### src/rtl/wb_select_if.sv
// Writeback-stage bus: request/handshake from the pipeline, mult/div result strobe,
// and the registered register-file write port plus HI/LO and status observation.
interface wb_select_if #(
    parameter int DATA_W = 32,
    parameter int ADDR_W = 5,
    parameter int CNT_W  = 16
);
    logic              in_valid;
    logic              in_ready;
    logic [2:0]        wb_sel;
    logic              reg_write;
    logic [ADDR_W-1:0] rd_addr;
    logic [DATA_W-1:0] alu_result;
    logic [DATA_W-1:0] mem_data;
    logic [DATA_W-1:0] link_addr;
    logic              hi_we;
    logic              lo_we;
    logic              md_busy;
    logic              md_valid;
    logic [DATA_W-1:0] md_hi;
    logic [DATA_W-1:0] md_lo;
    logic              rf_we;
    logic [ADDR_W-1:0] rf_waddr;
    logic [DATA_W-1:0] rf_wdata;
    logic [DATA_W-1:0] hi_q;
    logic [DATA_W-1:0] lo_q;
    logic              sel_err;
    logic [CNT_W-1:0]  stall_cnt;

    modport master (
        output in_valid, wb_sel, reg_write, rd_addr, alu_result, mem_data, link_addr,
               hi_we, lo_we, md_busy, md_valid, md_hi, md_lo,
        input  in_ready, rf_we, rf_waddr, rf_wdata, hi_q, lo_q, sel_err, stall_cnt
    );

    modport slave (
        input  in_valid, wb_sel, reg_write, rd_addr, alu_result, mem_data, link_addr,
               hi_we, lo_we, md_busy, md_valid, md_hi, md_lo,
        output in_ready, rf_we, rf_waddr, rf_wdata, hi_q, lo_q, sel_err, stall_cnt
    );
endinterface

### src/rtl/wb_select_stage.sv
// Registered MIPS writeback select stage with HI/LO registers and mult/div interlock.
// Define HILO_FWD_EN to make HI/LO reads return a same-cycle HI/LO update.
module wb_select_stage #(
    parameter int DATA_W = 32,
    parameter int ADDR_W = 5,
    parameter int CNT_W  = 16
) (
    input logic        clk,
    input logic        rst,
    wb_select_if.slave bus
);
    typedef enum logic {
        RUN     = 1'b0,
        WAIT_MD = 1'b1
    } state_t;

    localparam logic [2:0] SEL_ALU  = 3'b000;
    localparam logic [2:0] SEL_MEM  = 3'b001;
    localparam logic [2:0] SEL_HI   = 3'b010;
    localparam logic [2:0] SEL_LO   = 3'b011;
    localparam logic [2:0] SEL_LINK = 3'b100;

    state_t            state, state_nxt;
    logic              hilo_rd, sel_legal, ready, accept, stall_inc;
    logic [DATA_W-1:0] hi_q, lo_q, hi_nxt, lo_nxt, hi_src, lo_src, wdata_mux;
    logic              rf_we_q, sel_err_q;
    logic [ADDR_W-1:0] rf_waddr_q;
    logic [DATA_W-1:0] rf_wdata_q;
    logic [CNT_W-1:0]  stall_q;

    assign hilo_rd   = (bus.wb_sel == SEL_HI) || (bus.wb_sel == SEL_LO);
    assign sel_legal = (bus.wb_sel <= SEL_LINK);
    assign accept    = bus.in_valid && ready;

    // NOTE: sequential state uses non-blocking assignments so every register samples pre-edge values.
    always_ff @(posedge clk) begin
        if (rst) state <= RUN;
        else     state <= state_nxt;
    end

    // NOTE: every combinational output gets a default first so no latch is inferred.
    always_comb begin
        state_nxt = state;
        case (state)
            RUN:     if (bus.in_valid && !ready) state_nxt = WAIT_MD;
            WAIT_MD: if (!bus.in_valid || ready) state_nxt = RUN;
            default: state_nxt = RUN;
        endcase
    end

    always_comb begin
        ready     = 1'b1;
        stall_inc = 1'b0;
        case (state)
            RUN: begin
                ready     = !(bus.in_valid && hilo_rd && bus.md_busy);
                stall_inc = bus.in_valid && !ready;
            end
            WAIT_MD: begin
                ready     = !bus.md_busy;
                stall_inc = bus.md_busy;
            end
            default: ;
        endcase
    end

    // A mult/div result always wins over a same-cycle mthi/mtlo.
    always_comb begin
        hi_nxt = hi_q;
        lo_nxt = lo_q;
        if (bus.md_valid) begin
            hi_nxt = bus.md_hi;
            lo_nxt = bus.md_lo;
        end else if (accept && sel_legal) begin
            if (bus.hi_we) hi_nxt = bus.alu_result;
            if (bus.lo_we) lo_nxt = bus.alu_result;
        end
    end

`ifdef HILO_FWD_EN
    assign hi_src = hi_nxt;
    assign lo_src = lo_nxt;
`else
    assign hi_src = hi_q;
    assign lo_src = lo_q;
`endif

    always_comb begin
        wdata_mux = '0;
        case (bus.wb_sel)
            SEL_ALU:  wdata_mux = bus.alu_result;
            SEL_MEM:  wdata_mux = bus.mem_data;
            SEL_HI:   wdata_mux = hi_src;
            SEL_LO:   wdata_mux = lo_src;
            SEL_LINK: wdata_mux = bus.link_addr;
            default:  wdata_mux = '0;
        endcase
    end

    always_ff @(posedge clk) begin
        if (rst) begin
            hi_q       <= '0;
            lo_q       <= '0;
            rf_we_q    <= 1'b0;
            rf_waddr_q <= '0;
            rf_wdata_q <= '0;
            sel_err_q  <= 1'b0;
            stall_q    <= '0;
        end else begin
            hi_q    <= hi_nxt;
            lo_q    <= lo_nxt;
            rf_we_q <= accept && bus.reg_write && sel_legal && (bus.rd_addr != '0);
            if (accept) begin
                rf_waddr_q <= bus.rd_addr;
                rf_wdata_q <= wdata_mux;
            end
            if (accept && !sel_legal) sel_err_q <= 1'b1;
            if (stall_inc && (stall_q != '1)) stall_q <= stall_q + CNT_W'(1);
        end
    end

    assign bus.in_ready  = ready;
    assign bus.rf_we     = rf_we_q;
    assign bus.rf_waddr  = rf_waddr_q;
    assign bus.rf_wdata  = rf_wdata_q;
    assign bus.hi_q      = hi_q;
    assign bus.lo_q      = lo_q;
    assign bus.sel_err   = sel_err_q;
    assign bus.stall_cnt = stall_q;
endmodule

### src/flat_wrapper.sv
// flat-port wrapper written by rule: the top's interface ports become plain ports
module wb_select_stage_flat 
#(
    parameter int DATA_W = 32,
    parameter int ADDR_W = 5,
    parameter int CNT_W  = 16
)
  (clk, rst, bus_in_valid, bus_wb_sel, bus_reg_write, bus_rd_addr, bus_alu_result, bus_mem_data, bus_link_addr, bus_hi_we, bus_lo_we, bus_md_busy, bus_md_valid, bus_md_hi, bus_md_lo, bus_in_ready, bus_rf_we, bus_rf_waddr, bus_rf_wdata, bus_hi_q, bus_lo_q, bus_sel_err, bus_stall_cnt);
  wb_select_if #(.DATA_W(DATA_W), .ADDR_W(ADDR_W), .CNT_W(CNT_W)) bus_i ();
  input logic clk;
  input logic rst;
  input wire logic [$bits(bus_i.in_valid)-1:0] bus_in_valid;
  input wire logic [$bits(bus_i.wb_sel)-1:0] bus_wb_sel;
  input wire logic [$bits(bus_i.reg_write)-1:0] bus_reg_write;
  input wire logic [$bits(bus_i.rd_addr)-1:0] bus_rd_addr;
  input wire logic [$bits(bus_i.alu_result)-1:0] bus_alu_result;
  input wire logic [$bits(bus_i.mem_data)-1:0] bus_mem_data;
  input wire logic [$bits(bus_i.link_addr)-1:0] bus_link_addr;
  input wire logic [$bits(bus_i.hi_we)-1:0] bus_hi_we;
  input wire logic [$bits(bus_i.lo_we)-1:0] bus_lo_we;
  input wire logic [$bits(bus_i.md_busy)-1:0] bus_md_busy;
  input wire logic [$bits(bus_i.md_valid)-1:0] bus_md_valid;
  input wire logic [$bits(bus_i.md_hi)-1:0] bus_md_hi;
  input wire logic [$bits(bus_i.md_lo)-1:0] bus_md_lo;
  output wire logic [$bits(bus_i.in_ready)-1:0] bus_in_ready;
  output wire logic [$bits(bus_i.rf_we)-1:0] bus_rf_we;
  output wire logic [$bits(bus_i.rf_waddr)-1:0] bus_rf_waddr;
  output wire logic [$bits(bus_i.rf_wdata)-1:0] bus_rf_wdata;
  output wire logic [$bits(bus_i.hi_q)-1:0] bus_hi_q;
  output wire logic [$bits(bus_i.lo_q)-1:0] bus_lo_q;
  output wire logic [$bits(bus_i.sel_err)-1:0] bus_sel_err;
  output wire logic [$bits(bus_i.stall_cnt)-1:0] bus_stall_cnt;
  assign bus_i.in_valid = bus_in_valid;
  assign bus_i.wb_sel = bus_wb_sel;
  assign bus_i.reg_write = bus_reg_write;
  assign bus_i.rd_addr = bus_rd_addr;
  assign bus_i.alu_result = bus_alu_result;
  assign bus_i.mem_data = bus_mem_data;
  assign bus_i.link_addr = bus_link_addr;
  assign bus_i.hi_we = bus_hi_we;
  assign bus_i.lo_we = bus_lo_we;
  assign bus_i.md_busy = bus_md_busy;
  assign bus_i.md_valid = bus_md_valid;
  assign bus_i.md_hi = bus_md_hi;
  assign bus_i.md_lo = bus_md_lo;
  assign bus_in_ready = bus_i.in_ready;
  assign bus_rf_we = bus_i.rf_we;
  assign bus_rf_waddr = bus_i.rf_waddr;
  assign bus_rf_wdata = bus_i.rf_wdata;
  assign bus_hi_q = bus_i.hi_q;
  assign bus_lo_q = bus_i.lo_q;
  assign bus_sel_err = bus_i.sel_err;
  assign bus_stall_cnt = bus_i.stall_cnt;
  wb_select_stage #(.DATA_W(DATA_W), .ADDR_W(ADDR_W), .CNT_W(CNT_W)) u_core (.clk(clk), .rst(rst), .bus(bus_i));
endmodule
### config.mk
export PLATFORM = sky130hd
export DESIGN_NAME = wb_select_stage_flat
export DESIGN_NICKNAME = d
export VERILOG_FILES = /design/src/rtl/wb_select_if.sv /design/src/rtl/wb_select_stage.sv /design/src/flat_wrapper.sv
export SDC_FILE = /design/constraint.sdc
export NUM_CORES = 1
export LEC_CHECK = 0
export CELL_PAD_IN_SITES_DETAIL_PLACEMENT = 0
export CELL_PAD_IN_SITES_GLOBAL_PLACEMENT = 1
export CORE_MARGIN = 4
export CORE_UTILIZATION = 29
export DETAILED_ROUTE_END_ITERATION = 6
export PLACE_DENSITY_LB_ADDON = 0.08
export SYNTH_ARGS = -nofsm -noshare
export SYNTH_HDL_FRONTEND = slang
export SYNTH_SLANG_ARGS = --single-unit
export TNS_END_PERCENT = 30
### constraint.sdc
create_clock -name clk -period 1.9 [get_ports clk]
set_input_delay 0.285 -clock clk [delete_from_list [all_inputs] [get_ports clk]]
set_output_delay 0.285 -clock clk [all_outputs]
set_load 0.01 [all_outputs]
==> results.sh, run 1 <==
export IMPL_startpoint_type="input pin"
export IMPL_vias=7011
export IMPL_drive_above_1_share_pct=9.47
export IMPL_rows=53
export IMPL_antenna_found_initial=0
export IMPL_synth_edff_count=0
export IMPL_cp_top_family="buffers and inverters"
export IMPL_synth_seq_cells=120
export IMPL_port_buffers=295
export IMPL_cts_hold_buf=0
export IMPL_io_pins=296
export IMPL_globalRouteOverflowTotal=0
export IMPL_synthFlopType="dfxtp_1"
export IMPL_synth_largest_area_cell="dfxtp_1"
export IMPL_die_y_um=154
export IMPL_ff2ff_setup_slack_ns=0.15
export IMPL_final_period_utilization_pct=92.8
export IMPL_die_area_mm2=0.0238
export IMPL_place_congestion=0.776
export IMPL_ys_warn_count=0
export IMPL_synth_most_common_cell="dfxtp_1"
export IMPL_finClkSkew_ns=0.0122
export IMPL_maxSlewViolCount=0
export IMPL_clockBufferDepth=2
export IMPL_netlist_area_leader_share_pct=38.8
export IMPL_crit_required_ns=1.62
export IMPL_cts_max_level=4
export IMPL_n_antenna_cell=0
export IMPL_cp_max_fo=4
export IMPL_synth_area_mm2=0.00619
export IMPL_seq_area_frac_synth_pct=38.8
export IMPL_crit_chain="clkdlybuf4s50_1, nand4b_4, and2_0, dlygate4sd2_1"
export IMPL_clk_insertion_delay_late_ns=0.42
export IMPL_grt_max_degree=59
export IMPL_syn_inst=757
export IMPL_track_usage_pct=21.6
export IMPL_cts_sinks=120
export IMPL_cp_end_kind="output pin"
export IMPL_status="finished, final reports clean"
export IMPL_cts_tree="yes"
export IMPL_criticalPathCategory="input pin to output pin"
export IMPL_whs_ns=0.249
export IMPL_drt_iter0_markers=354
export IMPL_cts_setup_buffers=0
export IMPL_grt_pass1_wl_um=40700
export IMPL_slowest_delay_ns=0.52
export IMPL_cts_inserted_buffers=17
export IMPL_core_region_area_mm2=0.0210
export IMPL_crit_cells=4
export IMPL_synthArstFlopShare_pct=0
export IMPL_drt_wirelength_per_cell_um=19.9
export IMPL_via_per_inst=5.23
export IMPL_power_density_mw_per_mm2=701
export IMPL_final_area_mm2=0.0103
export IMPL_whs_path_depth=2
export IMPL_fillCellCount=2075
export IMPL_crit_buf_inv=2
export IMPL_placed_area_mm2=0.00976
export IMPL_hold_class="input pin to flop"
export IMPL_nets=1233
export IMPL_rsz0062_at_grt="false"
export IMPL_tns_ns=0
export IMPL_ir_worst_vdd_uv=484
export IMPL_crit_slowest_cell="clkdlybuf4s50_1"
export IMPL_grt_pass1_vias=6951
export IMPL_start_util_pct=29.5
export IMPL_postRouteAntennaNets=0
export IMPL_cts_root_buf="clkbuf_16"
export IMPL_synthToLayoutAreaGrowth_pct=66.4
export IMPL_drt_pass1_iterations=5
export IMPL_p_total_w=0.00722
export IMPL_layout_min_cycle_time_ns=1.76
export IMPL_syn_avg_cell_area_um2=8.18
export IMPL_clk_pin_slew_ns=0.06
export IMPL_slew_headroom_pct=67.1
export IMPL_final_hold_viol_count=0
export IMPL_routed_wl_um=26700
export IMPL_die_width_um=154
export IMPL_syn_nets=934
export IMPL_crit_arrival_ns=1.48
export IMPL_yosysUniqueCellTypes=51
export IMPL_synthTopCellsByCount="dfxtp_1, a21oi_1, nand2_1, o21ai_0, inv_1"
export IMPL_pre_cts_slack_ns=-0.308
export IMPL_cts_repair_resized=1
export IMPL_max_slew_worst_pin_slew_ns=0.491
export IMPL_setup_viol=0
export IMPL_setup_ws_ns=0.137
export IMPL_r2r_cells=4
export IMPL_dp_hpwl_um=19500
export IMPL_drv_cap=0
export IMPL_post_route_drc_count=0
export IMPL_fmax_mhz=567
export IMPL_synth_area_leaders="dfxtp_1, a21oi_1, a221oi_1"
export IMPL_power_leakage_nw=3.97
## path summary, 6_finish.rpt
path | from | end
setup reg to reg | u_core.bus.stall_cnt[4]$_SDFFE_PP0P_ | u_core.bus.stall_cnt[15]$_SDFFE_PP0P_
setup / recovery | bus_wb_sel[2] | bus_in_ready
hold reg to reg | u_core.bus.sel_err$_SDFFE_PP0P_ | u_core.bus.sel_err$_SDFFE_PP0P_
hold / removal | rst | u_core.bus.stall_cnt[11]$_SDFFE_PP0P_
## routing by layer
layer | GRT usage (%) | vias up | part of all wire [%]
li1 | - | 3421 | -
met1 | 27.3 | 3353 | 43
met2 | 36.1 | 218 | 48
met3 | 6.50 | 19 | 7.1
met4 | 5.47 | 0 | 1.3
met5 | 0 | - | 0
## sequential cells by signal, summed over array words and instances, names as in the netlist
register	count
u_core.bus.sel_err	1
u_core.bus.rf_we	1
u_core.bus.stall_cnt	16
u_core.bus.hi_q	32
u_core.bus.lo_q	32
u_core.state	1
u_core.bus.rf_waddr	5
u_core.bus.rf_wdata	32
## where the power goes
part,switching (W),total (W),internal (W),leakage (nW)
registers,0.000100,0.00275,0.00265,0.986
clock network,0.00118,0.00301,0.00183,0.263
logic,0.000640,0.00146,0.000816,2.72
## cells by family (layout without fill, tap and decap cells)
family	after synthesis	after routing	share of synthesized area, %
compound gates	331	331	35.4
flops	120	120	38.8
simple gates	131	131	10.9
buf+inv	140	449	9.15
fa+ha+maj	1	1	0.202
mux	34	34	5.56
## layout make-up
class / count / area, µm² / share of cell area [%]
repair buffers: 351 / 3510 / 34.1
multi-input cells: 497 / 3250 / 31.5
flip-flops and latches: 120 / 2400 / 23.3
clock buffers: 20 / 457 / 4.43
well taps: 275 / 344 / 3.34
inverters: 69 / 259 / 2.51
clock inverters: 9 / 78.8 / 0.765
## stage by stage
stage | instances | utilization, %
3_5_place_dp | 1312 | 46.4
4_1_cts | 1341 | 49.0
3_3_place_gp | 1312 | 46.4
6_report | 1341 | 49.0
5_1_grt | 1341 | 49.0
2_1_floorplan | 757 | -
## cell usage in the layout, fill, tap and decap left out, types with 4 or more instances in the layout
cell type | netlist | layout
nor2b_1 | 4 | 4
nor2_1 | 5 | 5
clkinv_2 | 0 | 5
o31ai_1 | 8 | 8
a221oi_1 | 64 | 64
nand2_1 | 71 | 71
buf_4 | 6 | 46
o2bb2ai_1 | 31 | 31
clkdlybuf4s50_1 | 0 | 290
inv_1 | 69 | 69
clkbuf_16 | 0 | 17
dfxtp_1 | 120 | 120
o21ai_0 | 71 | 71
mux2i_1 | 31 | 31
a22o_1 | 31 | 31
nand3_1 | 12 | 12
nand4_1 | 6 | 6
buf_12 | 0 | 12
a21oi_1 | 113 | 113
or4_1 | 9 | 9
No activity file was read; power rests on OpenSTA's default activity.
==> inputs of run 2 (changes only) <==
CAP_MARGIN = 15   (was default)
CORE_MARGIN = default   (was 4)
==> run 2 against run 1 <==
Compared with the run above: clock skew about the same; critical path depth rose by 1; final area is 0.35% lower; sequential share of layout area increased by 0.082 points; clock power hardly changed; first-iteration DRC count down 23%; count of clock-buffer cells in the layout increased by 1; highest routed layer is now met5.
==> results.sh, run 2 (synthesis results as in run 1) <==
export IMPL_status="finished, final reports clean"
export IMPL_r2r_cells=5
export IMPL_hold_class="input pin to flop"
export IMPL_core_region_area_mm2=0.0210
export IMPL_dp_hpwl_um=18600
export IMPL_setup_viol=0
export IMPL_track_usage_pct=23.3
export IMPL_final_period_utilization_pct=97.1
export IMPL_crit_arrival_ns=1.56
export IMPL_cts_max_level=4
export IMPL_crit_required_ns=1.62
export IMPL_fillCellCount=2052
export IMPL_cp_max_fo=4
export IMPL_slew_headroom_pct=73.3
export IMPL_cts_sinks=120
export IMPL_fmax_mhz=542
export IMPL_globalRouteOverflowTotal=0
export IMPL_via_per_inst=5.19
export IMPL_antenna_found_initial=2
export IMPL_final_hold_viol_count=0
export IMPL_cts_tree="yes"
export IMPL_post_route_drc_count=0
export IMPL_synthToLayoutAreaGrowth_pct=65.8
export IMPL_power_density_mw_per_mm2=702
export IMPL_die_area_mm2=0.0219
export IMPL_io_pins=296
export IMPL_drt_wirelength_per_cell_um=19.0
export IMPL_criticalPathCategory="input pin to output pin"
export IMPL_grt_pass1_vias=6943
export IMPL_fin_util_pct=49.0
export IMPL_routed_wl_um=25500
export IMPL_max_slew_worst_pin_slew_ns=0.400
export IMPL_final_cell_mix="clkdlybuf4s50_1, dfxtp_1, a21oi_1, nand2_1, o21ai_0"
export IMPL_vias=6965
export IMPL_drt_iter0_markers=273
export IMPL_start_util_pct=29.5
export IMPL_nets=1231
export IMPL_p_total_w=0.00721
export IMPL_mostFrequentLayoutCell="clkdlybuf4s50_1"
export IMPL_cts_inserted_buffers=17
export IMPL_grt_max_degree=58
export IMPL_drt_pass1_iterations=6
export IMPL_drv_cap=0
export IMPL_rows=53
export IMPL_place_congestion=0.785
export IMPL_clk_insertion_delay_late_ns=0.42
export IMPL_whs_path_depth=2
export IMPL_cts_repair_resized=1
export IMPL_layout_min_cycle_time_ns=1.84
export IMPL_ir_worst_vdd_uv=672
export IMPL_grt_pass1_wl_um=39400
export IMPL_clk_pin_slew_ns=0.06
export IMPL_rsz0062_at_grt="false"
export IMPL_maxSlewViolCount=0
export IMPL_drive_above_1_share_pct=9.30
export IMPL_postRouteAntennaNets=0
export IMPL_cts_hold_buf=0
export IMPL_power_leakage_nw=3.95
export IMPL_port_buffers=295
export IMPL_clockBufferDepth=2
export IMPL_cts_setup_buffers=0
export IMPL_cts_root_buf="clkbuf_16"
export IMPL_cp_end_kind="output pin"
export IMPL_die_y_um=148
export IMPL_die_width_um=148
export IMPL_finClkSkew_ns=0.0117
export IMPL_startpoint_type="input pin"
## run 2: worst max-delay path: stages
cell and delay (ns):
clkdlybuf4s50_1 0.55, buf_4 0.16, nand4b_4 0.11, and2_0 0.16, dlygate4sd2_1 0.30
## run 2: final timing paths
kind                                                            from                                    end  slack [ns]
worst max-delay path                                     bus_md_busy                           bus_in_ready        0.06
worst min-delay path                                             rst    u_core.bus.rf_waddr[0]$_SDFFE_PP0P_        0.24
worst max register to register  u_core.bus.stall_cnt[0]$_SDFFE_PP0P_  u_core.bus.stall_cnt[10]$_SDFFE_PP0P_        0.14
worst min register to register       u_core.bus.sel_err$_SDFFE_PP0P_        u_core.bus.sel_err$_SDFFE_PP0P_        0.45
## run 2: routing by layer
metal	global-route usage, %	part of all wire [%]	vias to the layer above
met5	0	0.047	-
met4	8.71	2.3	2
met3	5.52	6.4	33
met2	38.1	47	230
met1	29.7	44	3285
li1	-	-	3415
## run 2: final cells by class
type,count,area (µm²),share of cell area (%)
clock inverters,9,77.6,0.756
flip-flops and latches,120,2400,23.4
repair buffers,349,3470,33.8
multi-input cells,497,3250,31.6
inverters,69,259,2.52
clock buffers,21,460,4.49
well taps,275,344,3.35
diodes,1,2.50,0.0244
## run 2: through the flow
| stage | cells | hold WS [ns] | worst slack, ns | area [µm²] | TNS [ns] |
|---|---|---|---|---|---|
| detailed placement | 1310 | 0.441 | -0.345 | 9720 | -22.04 |
| finish | 1341 | 0.242 | 0.0559 | 10300 | 0 |
| CTS | 1340 | 0.235 | 0.0627 | 10300 | 0 |
| global route | 1341 | 0.253 | 0.0215 | 10300 | 0 |
| global placement | 1310 | 0.434 | -0.322 | 9720 | -18.99 |
| floorplan | 757 | 0.425 | 0.151 | 6190 | 0 |
## run 2: power breakdown
group	total, W	internal (W)	switching (W)
registers	0.00275	0.00265	0.0000985
clock network	0.00301	0.00184	0.00117
logic	0.00145	0.000808	0.000638
total	0.00721	0.00530	0.00191
==> inputs of run 3 (changes only) <==
SLEW_MARGIN = 30   (was default)
==> results of run 3 <==
Same layout as run 2: the final DEF is identical, and so are final timing and power.
